## src/rtl/fpu_pkg.sv

```systemverilog
// fpu_pkg: constants and helpers shared by the FPU datapath blocks.
package fpu_pkg;

  // Native FPU word: IEEE-754 single precision.
  localparam int FPU_WORD_WIDTH = 32;

  // Bits needed to hold an occupancy value in 0..depth.
  function automatic int cnt_width(input int depth);
    return $clog2(depth + 1);
  endfunction

endpackage

```

## src/rtl/pipe_register_stage.sv

```systemverilog
// pipe_stage: one pipeline slot (valid bit + data word).
// Data reset/flush clearing is controlled by PIPE_REGISTER_DATA_RST_EN;
// without it the data word is a plain load-enabled register with no reset.
module pipe_stage
  import fpu_pkg::*;
#(
  parameter int WIDTH = FPU_WORD_WIDTH
) (
  input  logic             clk,
  input  logic             rst,
  input  logic             flush,
  input  logic             load,
  input  logic             unload,
  input  logic [WIDTH-1:0] d,
  output logic             valid,
  output logic [WIDTH-1:0] q
);

  logic             valid_reg;
  logic [WIDTH-1:0] data_reg;

  // Occupancy: flush wins, a load refills the slot, an unload empties it.
  always_ff @(posedge clk or negedge rst) begin
    if (!rst) begin
      valid_reg <= 1'b0;
    end else if (flush) begin
      valid_reg <= 1'b0;
    end else if (load) begin
      valid_reg <= 1'b1;
    end else if (unload) begin
      valid_reg <= 1'b0;
    end
  end

`ifdef PIPE_REGISTER_DATA_RST_EN
  // Data word with reset and flush clearing, so an empty pipe shows zeros.
  always_ff @(posedge clk or negedge rst) begin
    if (!rst) begin
      data_reg <= '0;
    end else if (flush) begin
      data_reg <= '0;
    end else if (load) begin
      data_reg <= d;
    end
  end
`else
  // Data word without reset; its content only matters while valid is set.
  always_ff @(posedge clk) begin
    if (load) begin
      data_reg <= d;
    end
  end
`endif

  assign valid = valid_reg;
  assign q     = data_reg;

endmodule

```

## src/rtl/pipe_register.sv

```systemverilog
// pipe_register: DEPTH-stage valid/ready pipeline with bubble collapse,
// synchronous flush and occupancy count. The ready path is purely
// combinational from out_ready back to in_ready.
// Optional build macro: PIPE_REGISTER_DATA_RST_EN (reset/flush data words).
module pipe_register
  import fpu_pkg::*;
#(
  parameter int WIDTH = FPU_WORD_WIDTH,
  parameter int DEPTH = 2
) (
  input  logic                        clk,
  input  logic                        rst,
  input  logic                        flush,
  input  logic                        in_valid,
  output logic                        in_ready,
  input  logic [WIDTH-1:0]            in_data,
  output logic                        out_valid,
  input  logic                        out_ready,
  output logic [WIDTH-1:0]            out_data,
  output logic [cnt_width(DEPTH)-1:0] count
);

  localparam int CW = cnt_width(DEPTH);

  logic             stage_valid [DEPTH];
  logic [WIDTH-1:0] stage_data  [DEPTH];
  logic [WIDTH-1:0] src_data    [DEPTH];
  logic [DEPTH-1:0] advance;
  logic [DEPTH-1:0] leave;
  logic [DEPTH-1:0] load;
  logic             accept;
  logic             handshake;
  logic [CW-1:0]    count_reg;
  logic [CW-1:0]    count_next;

  // Ready chain, walked from the output backwards: a stage may advance when
  // it is empty or when its own item moves on this cycle.
  always_comb begin
    logic downstream;
    advance    = '0;
    leave      = '0;
    downstream = out_ready;
    for (int i = DEPTH - 1; i >= 0; i--) begin
      leave[i]   = stage_valid[i] && downstream;
      advance[i] = !stage_valid[i] || downstream;
      downstream = advance[i];
    end
  end

  assign in_ready  = !flush && advance[0];
  assign accept    = in_valid && in_ready;
  assign out_valid = stage_valid[DEPTH-1];
  assign out_data  = stage_data[DEPTH-1];
  assign handshake = out_valid && out_ready;

  // A stage loads only when its source holds an item and the stage advances.
  always_comb begin
    load    = '0;
    load[0] = accept;
    for (int i = 1; i < DEPTH; i++) begin
      load[i] = stage_valid[i-1] && advance[i];
    end
  end

  generate
    for (genvar gi = 0; gi < DEPTH; gi++) begin : g_stage
      if (gi == 0) begin : g_src_in
        assign src_data[gi] = in_data;
      end else begin : g_src_prev
        assign src_data[gi] = stage_data[gi-1];
      end

      pipe_stage #(
        .WIDTH (WIDTH)
      ) u_stage (
        .clk    (clk),
        .rst    (rst),
        .flush  (flush),
        .load   (load[gi]),
        .unload (leave[gi]),
        .d      (src_data[gi]),
        .valid  (stage_valid[gi]),
        .q      (stage_data[gi])
      );
    end
  endgenerate

  // Occupancy: +1 on accept alone, -1 on handshake alone, cleared by flush.
  always_comb begin
    count_next = count_reg;
    if (flush) begin
      count_next = '0;
    end else if (accept && !handshake && count_reg != CW'(DEPTH)) begin
      count_next = count_reg + 1'b1;
    end else if (handshake && !accept && count_reg != '0) begin
      count_next = count_reg - 1'b1;
    end
  end

  // Occupancy register, cleared asynchronously with the valid bits.
  always_ff @(posedge clk or negedge rst) begin
    if (!rst) begin
      count_reg <= '0;
    end else begin
      count_reg <= count_next;
    end
  end

  assign count = count_reg;

endmodule

```

## config.mk

```make
export PLATFORM = sky130hd
export DESIGN_NAME = pipe_register
export DESIGN_NICKNAME = d
export VERILOG_FILES = /design/src/rtl/fpu_pkg.sv /design/src/rtl/pipe_register_stage.sv /design/src/rtl/pipe_register.sv
export SDC_FILE = /design/constraint.sdc
export NUM_CORES = 1
export LEC_CHECK = 0
export CORE_UTILIZATION = 48
export CTS_CLUSTER_DIAMETER = 120
export DETAILED_ROUTE_END_ITERATION = 8
export HOLD_SLACK_MARGIN = 0.06
export PLACE_DENSITY_LB_ADDON = 0.12
export SETUP_SLACK_MARGIN = 0.4
export SLEW_MARGIN = 15
export SYNTH_ARGS = -nofsm -noshare
export SYNTH_HDL_FRONTEND = slang
export SYNTH_SLANG_ARGS = --single-unit
```

## constraint.sdc

```tcl
create_clock -name clk -period 3.8 [get_ports clk]
set_clock_uncertainty 0.1 [all_clocks]
set_input_delay 0.57 -clock clk [delete_from_list [all_inputs] [get_ports clk]]
set_output_delay 0.57 -clock clk [all_outputs]
set_load 0.02 [all_outputs]
```

==> results of run 1 <==
worst max path at each step:
stage	start	end	slack [ps]	cells after the start
after floorplan	g_stage[1].u_stage.valid	g_stage[1].u_stage.q[0]	1160	2
after global placement	out_ready	in_ready	1120	4
after detailed placement	out_ready	in_ready	1060	4
after CTS	out_ready	in_ready	1060	4
after global routing	out_ready	in_ready	960	4
final	out_ready	in_ready	1040	4
routing by layer:
| metal | vias to the layer above | global-route usage, % | share of wire (%) |
|---|---|---|---|
| met4 | 0 | 14.80 | 2.8 |
| met3 | 12 | 5.921 | 6.9 |
| li1 | 525 | - | - |
| met5 | - | 0 | 0 |
| met1 | 552 | 19.16 | 37 |
| met2 | 69 | 29.13 | 53 |
critical path, cell delays in order:
cell and delay, ps:
sky130_fd_sc_hd__clkdlybuf4s50_1 470, sky130_fd_sc_hd__nor2b_1 360, sky130_fd_sc_hd__a21oi_1 140, sky130_fd_sc_hd__clkdlybuf4s50_1 550
cells by family after synthesis:
kind of cell    count (synthesis)  share of synthesized area, %
buf+inv                         2                        0.4066
flops                          68                         93.95
simple gates                   12                         3.139
mux                             1                        0.4651
compound gates                  7                         2.035
layout make-up:
type                            instances  area (um^2)
Multi-Input combinational cell         20        128.9
Timing Repair Buffer                   73        728.2
Clock inverter                          7        57.56
Clock buffer                            9        123.9
Inverter                                1        3.754
Sequential cell                        68         2022
Fill cell                             239         1017
Tap cell                               50        62.56
where the power goes:
group / switching, mW / internal, mW / leakage [nW]
logic: 0.0539 / 0.0641 / 0.331
clock network: 0.249 / 0.294 / 0.0976
registers: 0.0129 / 0.857 / 0.653
total: 0.316 / 1.21 / 1.08
synth_stat cells:
master	n
sky130_fd_sc_hd__nand3_1	1
sky130_fd_sc_hd__o21ai_1	1
sky130_fd_sc_hd__nor4_1	1
sky130_fd_sc_hd__nor3_1	1
sky130_fd_sc_hd__and2_1	1
sky130_fd_sc_hd__nor2b_1	2
sky130_fd_sc_hd__edfxtp_1	64
sky130_fd_sc_hd__nand2_1	1
sky130_fd_sc_hd__a21oi_1	3
sky130_fd_sc_hd__nor3b_1	1
sky130_fd_sc_hd__dfrtp_1	4
sky130_fd_sc_hd__a31oi_1	1
sky130_fd_sc_hd__buf_2	1
sky130_fd_sc_hd__nor2_1	3
sky130_fd_sc_hd__inv_1	1
sky130_fd_sc_hd__mux2i_1	1
sky130_fd_sc_hd__o2111ai_1	1
sky130_fd_sc_hd__a32oi_1	1
sky130_fd_sc_hd__or4b_1	1
==> metrics, run 1 <==
arrival time reported for the critical path endpoint 2090 ps; IO Count 73; Avg WL per Cell 17.04 um; highest clock frequency the design can meet 362.1 MHz; placed cell count 212; maximum buffer depth of the clock tree 2; biggest area consumer among synthesized cells sky130_fd_sc_hd__edfxtp_1; overall routing resource usage 18.05%; remaining global-route overflow 0; hold slack 319.9 ps; unrepaired setup endpoints after global routing no; largest net degree at the start of global routing 33; endpoint with the worst hold slack g_stage[1].u_stage.q[2]; leading cell types in the layout, fill and taps excluded sky130_fd_sc_hd__clkdlybuf4s50_1, sky130_fd_sc_hd__edfxtp_1, sky130_fd_sc_hd__clkbuf_8, sky130_fd_sc_hd__clkinv_2, sky130_fd_sc_hd__dfrtp_1; Relative slew margins 40.62%; cells after synthesis 90; CTS Root Buffer Type sky130_fd_sc_hd__clkbuf_8; count of cells along the worst hold path 0; type of the tightest min-delay check reg2reg; worst setup slack for register-to-register paths 1960 ps; Routed Wire Length 3.884 mm; ratio of cells with drive above 1 in the final layout 8.989%; max-cap violation count 0; Post-CTS Repair Setup Buffers 0; Total Die Area 0.004755 mm^2; antenna violations before repair 0; clock input transition at the sequential cells of the worst setup and hold paths 60 ps; core outline area 0.004144 mm^2; net count reported at finish 210; sum of negative setup slack 0 ps; peak fanout along the critical path 4; clock latency of the later-clocked register in the worst-skew pair 330 ps; Max VDD drop 0.0002378 V; Port Buffer Count 72; yosys warns 0; number of global-route vias before repair 1112; number of CTS-inserted buffers 9; endpoint class of the critical path output port; global-route wire length before repair 5.361 mm; register bit count reported by yosys 68; Final Setup Violations 0; hold buffer count at CTS 0; critical path startpoint category primary input; total non-filler cell area in the finished layout 0.003127 mm^2; row count 23; DR pass1 iterations 4; Period Utilization, post-route 72.68%; number of slew-limit violations in the final report 0; number of different library cells in the post-synthesis netlist 19; pin slew with the least headroom to its limit 888.8 ps; count of final hold-check violations 0; count of unresolved DRC violations after routing 0; Post-Synthesis Mean Instance Area 23.91 um^2; start-to-end type of the worst setup path in2out; count of antenna diodes in the layout 0; minimum period implied by the final worst setup slack 2762 ps; largest cells by area after synthesis sky130_fd_sc_hd__edfxtp_1, sky130_fd_sc_hd__dfrtp_1, sky130_fd_sc_hd__a21oi_1; final worst slack 1038 ps; number of violations reported at the end of detailed-routing iteration 0 78; final std cells w/o fill 228; cells on worst reg2reg path 2; Sinks on Clock Net 68; post-layout total power 1.531 mW; RD Place Congestion 0.7168; number of vias per cell after detailed routing 5.079; post-route core utilization 75.45%; Crit Reg-Reg Startpoint g_stage[1].u_stage.valid; net count after synthesis 127; hold wc startpoint g_stage[0].u_stage.q[2]; total vias in the final route 1158; reported leakage power 1.081 nW; flip-flop count of the largest register after layout 64; share of the yosys chip area belonging to registers 93.95%; most common cell after layout, fill and taps aside sky130_fd_sc_hd__clkdlybuf4s50_1; Final ANT Viol Nets 0; die width 68.96 um; Synth Cell Area 0.002152 mm^2; worst slack at placement 1062 ps; Synth top area share 89.30%; effective utilization at floorplan 51.93%; hpwl dp 2.463 mm; status finished clean; die height 68.96 um; required time of the critical path 3130 ps; placed inst area 0.002945 mm^2; htree depth 3; number of gates resized after cts 0; Power Dens Cells 489.6 mW/mm^2; Reg2Reg Capture Point g_stage[1].u_stage.q[24]; area overhead of the layout relative to synthesis 45.29%; clock tree from TritonCTS yes
Power figures use the tool's default switching activity.
==> run 2: changes to the inputs <==
--- a/config.mk
+++ b/config.mk
@@ -5,7 +5,7 @@
 export SDC_FILE = /design/constraint.sdc
 export NUM_CORES = 1
 export LEC_CHECK = 0
-export CORE_UTILIZATION = 48
+export CORE_UTILIZATION = 40
 export CTS_CLUSTER_DIAMETER = 120
 export DETAILED_ROUTE_END_ITERATION = 8
 export HOLD_SLACK_MARGIN = 0.06
==> constraint.sdc (replaced) <==
create_clock -name clk -period 2.44 [get_ports clk]
set_clock_uncertainty 0.1 [all_clocks]
set_input_delay 0.366 -clock clk [delete_from_list [all_inputs] [get_ports clk]]
set_output_delay 0.366 -clock clk [all_outputs]
set_load 0.02 [all_outputs]
==> run 2 against run 1 <==
- core utilization is 13 points lower
- clock power increased by 76%
- largest power group unchanged
- critical path depth fell by 3
- power increased by 63%
==> metrics, run 2 (synthesis gave the netlist of run 1 again) <==
reported leakage power 1.091 nW; Post-CTS Repair Setup Buffers 0; start-to-end type of the worst setup path reg2out; die height 75.35 um; highest clock frequency the design can meet 517.9 MHz; core outline area 0.005140 mm^2; Avg WL per Cell 14.53 um; number of CTS-inserted buffers 9; unrepaired setup endpoints after global routing no; count of unresolved DRC violations after routing 0; type of the tightest min-delay check in2async; global-route wire length before repair 5.264 mm; endpoint class of the critical path output port; Buffers & Inverters on Critical Path 1; Relative slew margins 71.91%; Max stage delay cell, worst path sky130_fd_sc_hd__clkdlybuf4s50_1; pin slew with the least headroom to its limit 421.4 ps; Period Utilization, post-route 79.13%; most common cell after layout, fill and taps aside sky130_fd_sc_hd__clkdlybuf4s50_1; arrival time reported for the critical path endpoint 1460 ps; Final ANT Viol Nets 0; Crit Reg-Reg Startpoint g_stage[1].u_stage.valid; required time of the critical path 1970 ps; number of violations reported at the end of detailed-routing iteration 0 71; Worst path max stage delay 650 ps; Power Dens Cells 782.1 mW/mm^2; Filler Cell Count 401; critical path startpoint category flop; IO Count 73; sequential cell area 0.002022 mm^2; total non-filler cell area in the finished layout 0.003191 mm^2; number of slew-limit violations in the final report 0; overall routing resource usage 14.20%; clock tree from TritonCTS yes; placed inst area 0.002985 mm^2; count of antenna diodes in the layout 0; area overhead of the layout relative to synthesis 48.26%; Routed Wire Length 3.603 mm; maximum buffer depth of the clock tree 2; net count reported at finish 210; clock latency of the later-clocked register in the worst-skew pair 330 ps; RD Place Congestion 0.6380; peak fanout along the critical path 8; row count 26; Sinks on Clock Net 68; Final Setup Violations 0; effective utilization at floorplan 41.87%; post-route core utilization 62.07%; hold slack 136.7 ps; largest net degree at the start of global routing 33; Top Family by Delay on Critical Path buffers and inverters; count of final hold-check violations 0; total vias in the final route 1124; Max VDD drop 0.0004308 V; antenna violations before repair 0; Port Buffer Count 72; flip-flop count of the largest register after layout 64; DR pass1 iterations 4; CTS Root Buffer Type sky130_fd_sc_hd__clkbuf_8; number of global-route vias before repair 1101; clock input transition at the sequential cells of the worst setup and hold paths 70 ps; status finished clean; number of vias per cell after detailed routing 4.532; sum of negative setup slack 0 ps; minimum period implied by the final worst setup slack 1931 ps; ordered cell list for the critical path clkdlybuf4s50_1; htree depth 3; leading cell types in the layout, fill and taps excluded sky130_fd_sc_hd__clkdlybuf4s50_1, sky130_fd_sc_hd__edfxtp_1, sky130_fd_sc_hd__clkbuf_8, sky130_fd_sc_hd__dfrtp_1; die width 75.35 um; hpwl dp 2.386 mm; ratio of cells with drive above 1 in the final layout 10.11%; remaining global-route overflow 0; combined area of the multi-input logic cells 133.9 um^2; startpoint of the most critical setup path count[0]; Total Die Area 0.005678 mm^2; max-cap violation count 0
==> run 2: layer usage <==
metal	wire [um]	global-route usage [%]	vias up
met5	0	0	-
met4	72	10.49	0
met3	271	5.952	7
met2	1792	21.43	55
met1	1467	16.30	537
li1	-	-	525
==> run 2: path summary, 6_finish.rpt <==
path	end	slack, ps	cells after the start
max	count[0]	510	1
min	g_stage[1].u_stage.valid	140	1
max reg2reg	g_stage[0].u_stage.q[11]	700	3
min reg2reg	g_stage[1].u_stage.q[12]	320	0
max in group asynchronous	count[0]	1940	1
min in group clk	g_stage[1].u_stage.q[12]	320	0
==> run 2: timing repair <==
action                                 4_1_cts  5_1_grt
cloned                                       0        0
endpoints found under the hold margin        0        0
hold buffers                                 0        0
gates resized for setup                      3        1
setup endpoints to repair                    1        1
==> run 2: final cells by class <==
| type | count | area share [%] |
|---|---|---|
| tap | 70 | 2.745 |
| timing repair buffer | 73 | 23.06 |
| sequential | 68 | 63.37 |
| clock buffer | 11 | 4.118 |
| multi-input combinational | 20 | 4.196 |
| clock inverter | 5 | 2.392 |
| inverter | 1 | 0.1176 |
==> run 2: report_power, final <==
group	leakage [nW]	switching, mW	internal (mW)	total, mW
sequential	0.653	0.0181	1.33	1.35
combinational	0.337	0.0844	0.103	0.187
clock	0.101	0.385	0.571	0.956
total	1.09	0.488	2.01	2.50
==> run 2: per-stage QoR <==
step,total power [mW],instances,worst slack (ps)
floorplan,1.438,90,402.6
global placement,1.557,232,153.1
detailed placement,1.568,232,79.76
CTS,2.521,248,412.5
global route,2.587,248,433.1
finish,2.495,248,509.2
==> run 3: changes to the inputs <==
--- a/config.mk
+++ b/config.mk
@@ -5,7 +5,7 @@
 export SDC_FILE = /design/constraint.sdc
 export NUM_CORES = 1
 export LEC_CHECK = 0
-export CORE_UTILIZATION = 40
+export CORE_UTILIZATION = 44
 export CTS_CLUSTER_DIAMETER = 120
 export DETAILED_ROUTE_END_ITERATION = 8
 export HOLD_SLACK_MARGIN = 0.06
==> constraint.sdc (replaced) <==
create_clock -name clk -period 1.8 [get_ports clk]
set_clock_uncertainty 0.1 [all_clocks]
set_input_delay 0.27 -clock clk [delete_from_list [all_inputs] [get_ports clk]]
set_output_delay 0.27 -clock clk [all_outputs]
set_load 0.02 [all_outputs]
==> run 3 against run 2 <==
- core utilization up 12 points
- power is 33% higher
- die area is 8.9% lower
- final cell count grew 8.9%
- wire length grew 16%
- via count is 13% higher
- clock power rose by 18%
- critical path type is now reg2reg
- sequential share of layout area is 5.4 points lower
- non-clock buffer count up 26
- global-route usage grew 2.5 points
- largest cell class unchanged
==> metrics, run 3 (synthesis gave the netlist of run 1 again) <==
type of the tightest min-delay check reg2reg; htree depth 3; worst setup slack for register-to-register paths 250 ps; startpoint of the most critical setup path g_stage[1].u_stage.valid; clock latency of the later-clocked register in the worst-skew pair 330 ps; clock tree from TritonCTS yes; count of antenna diodes in the layout 0; cells on worst reg2reg path 6; number of CTS-inserted buffers 9; Period Utilization, post-route 86.06%; leading cell types in the layout, fill and taps excluded sky130_fd_sc_hd__edfxtp_1, sky130_fd_sc_hd__clkdlybuf4s50_1, sky130_fd_sc_hd__clkbuf_2, sky130_fd_sc_hd__clkdlybuf4s15_1, sky130_fd_sc_hd__clkbuf_8; count of cells along the worst hold path 0; largest net degree at the start of global routing 11; number of vias per cell after detailed routing 4.696; arrival time reported for the critical path endpoint 1500 ps; core outline area 0.004723 mm^2; remaining global-route overflow 0; Top Family by Delay on Critical Path flip-flops; sequential cell area 0.002024 mm^2; maximum buffer depth of the clock tree 2; Sinks on Clock Net 68; hpwl dp 2.496 mm; pin slew with the least headroom to its limit 257.3 ps; ordered cell list for the critical path nor2b_4 -> a21oi_4 -> and2_4 -> buf_6 -> buf_12 -> clkbuf_16; highest clock frequency the design can meet 645.6 MHz; row count 25; clock input transition at the sequential cells of the worst setup and hold paths 70 ps; area overhead of the layout relative to synthesis 62.33%; CTS Root Buffer Type sky130_fd_sc_hd__clkbuf_8; Final ANT Viol Nets 0; critical path startpoint category flop; Total Die Area 0.005175 mm^2; overall routing resource usage 16.71%; Avg WL per Cell 15.49 um; status finished clean; max-cap violation count 0; count of unresolved DRC violations after routing 0; Routed Wire Length 4.181 mm; total vias in the final route 1268; Final Setup Violations 0; endpoint with the worst hold slack g_stage[1].u_stage.q[5]; number of global-route vias before repair 1188; count of final hold-check violations 0; RD Place Congestion 0.6712; minimum period implied by the final worst setup slack 1549 ps; post-layout total power 3.310 mW; unrepaired setup endpoints after global routing yes; number of slew-limit violations in the final report 0; reported leakage power 1.302 nW; net count reported at finish 236; peak fanout along the critical path 4; die height 71.94 um; Crit Reg-Reg Startpoint g_stage[1].u_stage.valid; DR pass1 iterations 4; number of violations reported at the end of detailed-routing iteration 0 89; Max stage delay cell, worst path sky130_fd_sc_hd__dfrtp_2; required time of the critical path 1750 ps; IO Count 73; flip-flop count of the largest register after layout 64; Power Dens Cells 947.6 mW/mm^2; effective utilization at floorplan 45.56%; die width 71.94 um; endpoint class of the critical path flop; Max VDD drop 0.0006362 V; most common cell after layout, fill and taps aside sky130_fd_sc_hd__edfxtp_1; start-to-end type of the worst setup path reg2reg; global-route wire length before repair 5.858 mm; hold wc startpoint g_stage[0].u_stage.q[5]; Relative slew margins 82.73%; Filler Cell Count 288; Buffers & Inverters on Critical Path 3; sum of negative setup slack 0 ps; antenna violations before repair 0; Worst path max stage delay 410 ps; Reg2Reg Capture Point g_stage[0].u_stage.q[6]; Port Buffer Count 72; combined area of the multi-input logic cells 152.6 um^2; ratio of cells with drive above 1 in the final layout 33.50%
[run 3: final cells by class]
| cell class | instances | area share (%) |
|---|---|---|
| inverters | 1 | 0.1074 |
| well taps | 67 | 2.400 |
| clock buffers | 12 | 3.868 |
| repair buffers | 99 | 30.19 |
| multi-input cells | 20 | 4.370 |
| clock inverters | 3 | 1.110 |
| flip-flops and latches | 68 | 57.95 |
[run 3: metrics by stage]
stage | setup WS, ps | instances | hold slack (ps) | cell area (um^2) | utilization (%)
floorplan | 164.3 | 90 | -125.6 | 2182 | -
global placement | -149.1 | 236 | 300.2 | 3092 | 65.46
detailed placement | -163.6 | 236 | 304.5 | 3092 | 65.46
CTS | 238.8 | 265 | 312.4 | 3476 | 73.59
global route | 192.8 | 270 | 325.2 | 3493 | 73.96
finish | 251.0 | 270 | 316.4 | 3493 | 73.96
[run 3: timing repair]
item,in CTS,in global routing
buffers inserted,9,3
pin swaps,0,1
endpoints found under the hold margin,4,0
resized for setup,75,40
gates cloned,4,2
hold buffers,1,0
endpoints found under the setup margin,101,94
[run 3: power breakdown]
part | internal [mW] | leakage [nW] | switching, mW
sequential | 1.81 | 0.650 | 0.0248
clock | 0.627 | 0.0879 | 0.499
combinational | 0.206 | 0.564 | 0.145
total | 2.64 | 1.30 | 0.668
[run 3: worst max path at each step]
stage	end	slack [ps]	depth (start not counted)
after global placement	in_ready	-150	4
after global routing	in_ready	190	3
after detailed placement	in_ready	-160	4
after floorplan	g_stage[0].u_stage.q[0]	160	3
after CTS	in_ready	240	3
final	g_stage[0].u_stage.q[6]	250	6
[run 3: metal layers]
layer / part of all wire (%) / GRT usage [%] / wire (um) / vias up
li1: - / - / - / 581
met1: 40 / 19.67 / 1680 / 627
met2: 52 / 25.79 / 2178 / 56
met3: 6.6 / 7.639 / 276 / 4
met4: 1.1 / 9.150 / 46 / 0
met5: 0 / 0 / 0 / -
